## src/rtl/mac_overlay_scheduler_pkg.sv

```systemverilog
// Shared types and widths for the MAC overlay scheduler and its term pipeline.
// Latency: n/a (declarations only).
// Backpressure: n/a.
package mac_overlay_scheduler_pkg;

    localparam int LEN_W = 16;
    localparam int A_W   = 27;
    localparam int B_W   = 18;
    localparam int S_W   = 48;

    typedef enum logic {
        IDLE = 1'b0,
        RUN  = 1'b1
    } state_t;

endpackage

```

## src/rtl/mac_term_pipe.sv

```systemverilog
// Term pipeline: issue regs, flag/bias shift registers aligned to the overlay, X/CIN select, result capture.
// Latency: issue edge t -> overlay input regs t+1 -> product t+2 -> S_reg t+3 -> res_valid at t+4.
// Backpressure: none; every issued term advances one stage per clock.
module mac_term_pipe #(
    parameter int A_W = mac_overlay_scheduler_pkg::A_W,
    parameter int B_W = mac_overlay_scheduler_pkg::B_W,
    parameter int S_W = mac_overlay_scheduler_pkg::S_W
) (
    input  logic           clk,
    input  logic           reset,
    input  logic           issue,
    input  logic           term_first,
    input  logic           term_last,
    input  logic [A_W-1:0] term_a,
    input  logic [B_W-1:0] term_b,
    input  logic [S_W-1:0] bias,
    input  logic           cin,
    input  logic           ov_clr,
    input  logic [S_W-1:0] ov_s,
    input  logic           ov_cout,
    output logic [A_W-1:0] ov_a,
    output logic [B_W-1:0] ov_b,
    output logic [S_W-1:0] ov_x,
    output logic           ov_cin,
    output logic           res_valid,
    output logic [S_W-1:0] res_data,
    output logic           res_cout
);

    logic           first_s0, last_s0, cin_s0;
    logic           first_p,  last_p,  cin_p;
    logic           first_s1, last_s1, cin_s1;
    logic           last_s2;
    logic [S_W-1:0] bias_s0, bias_p, bias_s1;

    // Bias/cin travel with the first term so a back-to-back command cannot
    // overwrite them before the previous vector's first add consumes them.
    always_ff @(posedge clk or negedge reset) begin
        if (!reset) begin
            ov_a      <= '0;
            ov_b      <= '0;
            first_s0  <= 1'b0;
            last_s0   <= 1'b0;
            cin_s0    <= 1'b0;
            bias_s0   <= '0;
            first_p   <= 1'b0;
            last_p    <= 1'b0;
            cin_p     <= 1'b0;
            bias_p    <= '0;
            first_s1  <= 1'b0;
            last_s1   <= 1'b0;
            cin_s1    <= 1'b0;
            bias_s1   <= '0;
            last_s2   <= 1'b0;
            res_valid <= 1'b0;
            res_data  <= '0;
            res_cout  <= 1'b0;
        end else begin
            ov_a     <= term_a;
            ov_b     <= term_b;
            first_s0 <= issue & term_first;
            last_s0  <= issue & term_last;
            if (issue && term_first) begin
                bias_s0 <= bias;
                cin_s0  <= cin;
            end
            first_p <= first_s0;
            last_p  <= last_s0;
            if (first_s0) begin
                bias_p <= bias_s0;
                cin_p  <= cin_s0;
            end
            first_s1 <= first_p;
            last_s1  <= last_p;
            if (first_p) begin
                bias_s1 <= bias_p;
                cin_s1  <= cin_p;
            end
            last_s2   <= last_s1;
            res_valid <= last_s2;
            if (last_s2) begin
                res_data <= ov_s;
                res_cout <= ov_cout;
            end
        end
    end

    // While the overlay is held in reset its S_reg is not trusted, so feed back zero.
    assign ov_x   = first_s1 ? bias_s1 : (ov_clr ? '0 : ov_s);
    assign ov_cin = first_s1 & cin_s1;

endmodule

```

## src/rtl/mac_overlay_scheduler.sv

```systemverilog
// Streams (a,b) pairs into a 27x18 MAC overlay, accumulating via X feedback; one 48-bit sum per command.
// Latency: last operand handshake at edge t -> res_valid high after edge t+4.
// Backpressure: cmd_ready/op_ready valid-ready on inputs; results are strobed with no backpressure.
module mac_overlay_scheduler #(
    parameter int LEN_W = mac_overlay_scheduler_pkg::LEN_W,
    parameter int A_W   = mac_overlay_scheduler_pkg::A_W,
    parameter int B_W   = mac_overlay_scheduler_pkg::B_W,
    parameter int S_W   = mac_overlay_scheduler_pkg::S_W
) (
    input  logic             clk,
    input  logic             reset,
    input  logic             cmd_valid,
    output logic             cmd_ready,
    input  logic [LEN_W-1:0] cmd_len,
    input  logic [S_W-1:0]   cmd_bias,
    input  logic             cmd_cin,
    input  logic             op_valid,
    output logic             op_ready,
    input  logic [A_W-1:0]   op_a,
    input  logic [B_W-1:0]   op_b,
    output logic             ov_rst,
    output logic [A_W-1:0]   ov_a,
    output logic [B_W-1:0]   ov_b,
    output logic [S_W-1:0]   ov_x,
    output logic             ov_cin,
    input  logic [S_W-1:0]   ov_s,
    input  logic             ov_cout,
    output logic             res_valid,
    output logic [S_W-1:0]   res_data,
    output logic             res_cout
);

    import mac_overlay_scheduler_pkg::*;

    state_t           state, state_nxt;
    logic [LEN_W-1:0] cnt;
    logic             first_q, zero_q, cin_q;
    logic [S_W-1:0]   bias_q;
    logic             rel_q1, rel_q2;
    logic             cmd_hs, op_hs, issue, term_last;
    logic [A_W-1:0]   term_a;
    logic [B_W-1:0]   term_b;

    // Overlay reset releases two edges after the block leaves reset.
    always_ff @(posedge clk or negedge reset) begin
        if (!reset) begin
            rel_q1 <= 1'b0;
            rel_q2 <= 1'b0;
        end else begin
            rel_q1 <= 1'b1;
            rel_q2 <= rel_q1;
        end
    end

    assign ov_rst = ~rel_q2;

    always_ff @(posedge clk or negedge reset) begin
        if (!reset) state <= IDLE;
        else        state <= state_nxt;
    end

    always_comb begin
        state_nxt = state;
        case (state)
            IDLE:    if (cmd_hs) state_nxt = RUN;
            RUN:     if (issue && term_last) state_nxt = IDLE;
            default: state_nxt = IDLE;
        endcase
    end

    always_comb begin
        cmd_ready = 1'b0;
        op_ready  = 1'b0;
        case (state)
            IDLE:    cmd_ready = ~ov_rst;
            RUN:     op_ready  = ~zero_q;
            default: ;
        endcase
    end

    assign cmd_hs    = cmd_valid & cmd_ready;
    assign op_hs     = op_valid & op_ready;
    // A zero-length command issues a single zero-product term so bias+cin still flows through.
    assign issue     = op_hs | ((state == RUN) & zero_q);
    assign term_last = (cnt == LEN_W'(1));
    assign term_a    = op_hs ? op_a : '0;
    assign term_b    = op_hs ? op_b : '0;

    always_ff @(posedge clk or negedge reset) begin
        if (!reset) begin
            cnt     <= '0;
            first_q <= 1'b0;
            zero_q  <= 1'b0;
            bias_q  <= '0;
            cin_q   <= 1'b0;
        end else if (cmd_hs) begin
            cnt     <= (cmd_len == '0) ? LEN_W'(1) : cmd_len;
            first_q <= 1'b1;
            zero_q  <= (cmd_len == '0);
            bias_q  <= cmd_bias;
            cin_q   <= cmd_cin;
        end else if (issue) begin
            cnt     <= cnt - LEN_W'(1);
            first_q <= 1'b0;
        end
    end

    mac_term_pipe #(
        .A_W (A_W),
        .B_W (B_W),
        .S_W (S_W)
    ) u_term_pipe (
        .clk        (clk),
        .reset      (reset),
        .issue      (issue),
        .term_first (first_q),
        .term_last  (term_last),
        .term_a     (term_a),
        .term_b     (term_b),
        .bias       (bias_q),
        .cin        (cin_q),
        .ov_clr     (ov_rst),
        .ov_s       (ov_s),
        .ov_cout    (ov_cout),
        .ov_a       (ov_a),
        .ov_b       (ov_b),
        .ov_x       (ov_x),
        .ov_cin     (ov_cin),
        .res_valid  (res_valid),
        .res_data   (res_data),
        .res_cout   (res_cout)
    );

endmodule

```

## config.mk

```make
export PLATFORM = sky130hd
export DESIGN_NAME = mac_overlay_scheduler
export DESIGN_NICKNAME = d
export VERILOG_FILES = /design/src/rtl/mac_overlay_scheduler_pkg.sv /design/src/rtl/mac_term_pipe.sv /design/src/rtl/mac_overlay_scheduler.sv
export SDC_FILE = /design/constraint.sdc
export NUM_CORES = 1
export LEC_CHECK = 0
export CORE_MARGIN = 3
export CORE_UTILIZATION = 44
export CTS_CLUSTER_DIAMETER = 30
export DETAILED_ROUTE_END_ITERATION = 6
export PLACE_DENSITY = 0.72
export SETUP_SLACK_MARGIN = 0.05
export SYNTH_ARGS = -nofsm -noshare
export SYNTH_HDL_FRONTEND = slang
export SYNTH_SLANG_ARGS = --single-unit
```

## constraint.sdc

```tcl
create_clock -name clk -period 2.1 [get_ports clk]
set_clock_uncertainty 0.05 [all_clocks]
set_input_delay 0.315 -clock clk [delete_from_list [all_inputs] [get_ports clk]]
set_output_delay 0.315 -clock clk [all_outputs]
set_load 0.02 [all_outputs]
```

Word-level counts from Yosys, hierarchy flattened
Cells that the tools add are included.
- register bits: 319
- word-level logic and storage cells: 56
- add/subtract/negate cells: 1
- equal/unequal tests: 1
- multiplexer cells: 14
- bitwise gates (word level): 10
- reductions and logical operators: 4
- operator list (kind ; number):
    $mux 48 ; 2
    $mux 16 ; 3
    $mux 27 ; 1
    $mux 18 ; 1
    $eq 16x1->1 const B ; 1
    $logic_not 16->1 ; 1
    $sub 16x1->16 const B ; 1
    $and 1x1->1 ; 6
    $mux 1 ; 6
    $not 1->1 ; 3
    $logic_and 1x1->1 ; 2
    $pmux 1 s2 ; 1
    $reduce_bool 2->1 ; 1
    $or 1x1->1 ; 1

Logic depth before layout (Yosys ltp)
- depth after elaboration: 7
- gate-level depth with buffers: 6
- mapped depth without buffers: 6

Cells and area by module
Synthesis repeated with hierarchy kept, for this count alone.
- cell total of the unflattened synthesis: 918
- area, all modules: 12744.7 um^2
- by module, submodules not included (module ; times used ; cells each ; area each (um^2)):
    mac_term_pipe ; 1 ; 531 ; 9435.3
    mac_overlay_scheduler ; 1 ; 387 ; 3309.4

Worst setup path before layout
OpenSTA, ideal clock, no wires.
- path kind: register to register
- start: register cnt[12]
- end: register cnt[15]
- library setup time: 0.082 ns
- arrival time: 1.846 ns
- required time: 1.968 ns
- slack: 0.122 ns
- stages on the path, launching flop included: 5
- path buffers: 0
- clock period less this slack: 1.978 ns
- cell sequence: dfrtp_1 or4_4 or3_4 or4_1 a31oi_1
- word-level cells in the longest chain between the ends: 3
- RTL lines (item ; RTL line ; text):
    start: declaration ; mac_overlay_scheduler.sv:36 ; logic [LEN_W-1:0] cnt;
    start signal: assignment ; mac_overlay_scheduler.sv:97 ; cnt <= (cmd_len == '0) ? LEN_W'(1) : cmd_len;
    start signal: assignment ; mac_overlay_scheduler.sv:103 ; cnt <= cnt - LEN_W'(1);
    $sub 16x1->16 ; mac_overlay_scheduler.sv:103 ;
    $mux 16 ; mac_overlay_scheduler.sv:102 ; end else if (issue) begin
    $mux 16 ; mac_overlay_scheduler.sv:96 ; end else if (cmd_hs) begin
No other way between the ends. The select of a mux whose other input is x is not followed.
A chain may end at the register's enable or synchronous reset.

Worst setup path in the final report
- start: register u_term_pipe.first_s1
- end: output port ov_x[5]
- word-level cells in the longest chain between the ends: 1
- RTL lines (item ; RTL line ; text):
    start: declaration ; mac_term_pipe.sv:32 ; logic first_s1, last_s1, cin_s1;
    start signal: assignment ; mac_term_pipe.sv:73 ; first_s1 <= first_p;
    $mux 48 ; mac_term_pipe.sv:89 ; assign ov_x = first_s1 ? bias_s1 : (ov_clr ? '0 : ov_s);
    end: declaration ; mac_overlay_scheduler.sv:24 ; output logic [S_W-1:0] ov_x,
No other way between the ends.

==> run summary <==
Outcome - finished with violations
Violated checks - setup timing
Drt pass-1 iters - 4
Tot GR Track Use - 0.207
Final wirelength - 32100 µm
Multi-input logic area - 4080 µm²
Sw frac - 0.257
Setup TNS - -1.58 ns
First-pass GRT wire length - 50400 µm
Post-detailed-route wirelength per cell - 18.8 µm
Most common cell in the netlist - dfrtp_1
Switching pwr - 5390 µW
PwrDens - 1130 nW/µm²
CTS tree - done
Clock network fraction of design power - 0.430
Synth area leaders - dfrtp_1 65%, mux2_2 18%, nand2_1 5.0%
Post-route design area - 18500 µm²
Inst Count DP - 1579
H-tree depth - 2
Met2 capacity usage during global routing - 0.346
Crit. End Element - output port
DR vias - 8635
Placer Congestion - 0.823
Hold Path Class - input pin to async pin
Synthesized Nets - 1077
Die ar. - 29900 µm²
Final HPWL DP - 20400 µm
Fill cells - 1982
Critical Path Source - u_term_pipe.first_s1
Clk sinks - 319
Power Total - 20900 µW
Final cell count without fillers - 1709
1st-iter DRT viols - 422
Crit path DAT - 1.81 ns
Max-slew violation count - 0
Die height - 173 µm
Combinational share of power - 0.159
Vias per cell - 5.05
Layout area overhead - 50.7%
Port Buffer Count - 309
Critical path class - flop to output port
Clock latency on the worst-skew pair - 0.55 ns
Fmax - 0.459 GHz
Final WS setup - -0.0780 ns
Worst slew pin tran - 0.513 ns
Post-synth cell types - 42
Nets - 1453
GRT met3 Usage - 0.0665
Layout cells sized above 1 - 0.320
Sequential power share - 0.411
Max-slew headroom - 0.656
VDD IR max - 0.716 mV
Share of the synthesized area in the top cell type - 0.651
Post-synth top cells - 319 x dfrtp_1, 196 x mux2_2, 162 x nand2_1
DP Area - 16100 µm²
Critical Path Start Type - flop
Clock transition at the registers of the reported paths - 0.05 ns
Worst Path Required - 1.74 ns
Ant diodes - 0
Unrepaired setup endpoints after global routing - true
Main synth FF type - dfrtp_1
IO Count - 310
Vias in the first global route - 9191
Number of antenna violations at the first check in global routing - 1
Core region area - 27200 µm²
Sequential Area - 7990 µm²
GRT met1 Usage - 0.264
Starting density of the core - 0.451
Num CTS Buffers - 57
Post-DRT Antenna Nets - 0
Endpoints failing setup - 40
Clock buffer depth - 3
Cell Int Power - 15600 µW
Remaining DRCs - 0
Die Wd - 173 µm
Max FO, Critical Path - 17
Mean post-synth cell area - 13.4 µm²
Sequential fraction of the synthesis area - 0.651
Synth warn - 0
Max-cap check violation count - 0
Worst r2r src - cnt[11]
FP Rows - 60
Post-Syn Area - 12300 µm²
Syn Inst Count - 912
Leakage power - 0.00893 µW
Gr busiest metal - met2
Flop-to-flop setup slack - 0.05 ns
Share of flip-flops with an asynchronous set or reset - 1.00
Final Critical Period - 2.18 ns
Period utilisation layout - 1.04
Largest net degree at the start of global routing - 68
Worst Hold Margin - 0.218 ns
Final Hold Viols - 0
Area leader, netlist - dfrtp_1
Clk root buf - clkbuf_16
Post-synth EDFFs - 0
GR Overflow Total - 0
Seq cells post-synth - 319
[cell families (layout without fill, tap and decap cells)]
group / after synthesis / count (layout) / synth area share
xor gates and xnor gates: 4 / 4 / 0.00286
adders and majority gates: 2 / 2 / 0.00204
other: 1 / 1 / 0.000306
and+or+nand+nor: 254 / 254 / 0.0953
buffers and inverters: 60 / 485 / 0.0184
DFF: 319 / 319 / 0.651
AOI/OAI and AO/OA: 76 / 76 / 0.0502
muxes: 196 / 196 / 0.180
[layout by cell type, fill, tap and decap left out, drive strengths merged, types with 2 or more instances in the layout]
master,instances
nand3,4
dfrtp,319
or3,4
bufinv,3
xor2,4
a31oi,4
and2,2
buf,109
a22o,47
nand4b,3
nand2,162
inv,15
dlygate4sd2,2
nor2b,2
clkinv,18
nor2,13
clkbuf,77
clkdlybuf4s50,256
ha,2
nand4,3
nor4,7
clkinvlp,4
o21ai,10
or4,4
a311oi,2
mux2,196
and3,46
[repair_timing]
action / 4_1_cts / 5_1_grt
buffers inserted: 8 / 3
endpoints found under the hold margin: 57 / 0
setup endpoints to repair: 53 / 50
resized for setup: 296 / 21
pin swaps: 3 / 9
hold buffers: 1 / 0
cloned: 4 / 6
[state kept, by name, indices dropped and copies added (netlist names), 16 cells and up]
name	flops
u_term_pipe.res_data	48
bias_q	48
u_term_pipe.bias_p	48
cnt	16
u_term_pipe.ov_a	27
u_term_pipe.ov_b	18
u_term_pipe.bias_s1	48
u_term_pipe.bias_s0	48
[worst paths after layout]
| kind | cells past startpoint | to |
|---|---|---|
| min reg2reg | 0 | rel_q2 |
| min in group clk | 3 | bias_q[32] |
| max reg2reg | 4 | cnt[15] |
| max in group asynchronous | 4 | u_term_pipe.ov_b[16] |
| min | 2 | cnt[8] |
| max | 5 | ov_x[5] |
[per-layer routing]
metal  up-vias  wire (µm)
met5         -         20
met4         2        594
met3        53       2370
met2       299      16000
met1      4307      13100
li1       3974          -
[area by class of cell]
type	count	area share
Sequential cell	319	0.432
Multi-Input combinational cell	533	0.221
Timing Repair Buffer	372	0.215
Clock buffer	73	0.0887
Tap cell	372	0.0252
Clock inverter	35	0.0169
Inverter	5	0.00102
[power by group through the flow]
stage	Sequential [µW]	Clock (µW)	Combinational (µW)
floorplan	8540	0	1770
global placement	8620	0	3070
detailed placement	8690	0	3160
CTS	8610	9160	3290
global route	8820	9490	3660
finish	8610	9010	3320
[critical path, cell delays in order, from the launching register on]
cell and delay [ns]:
dfrtp_2 0.42, buf_4 0.15, buf_8 0.14, buf_12 0.15
a22o_1 0.22, buf_2 0.16
[through the flow]
step / util / setup slack, ns
floorplan: - / 0.122
CTS: 0.674 / -0.163
finish: 0.680 / -0.0780
global route: 0.680 / -0.139
global placement: 0.592 / 0.0434
detailed placement: 0.592 / 0.00873
Power figures use the tool's default switching activity.
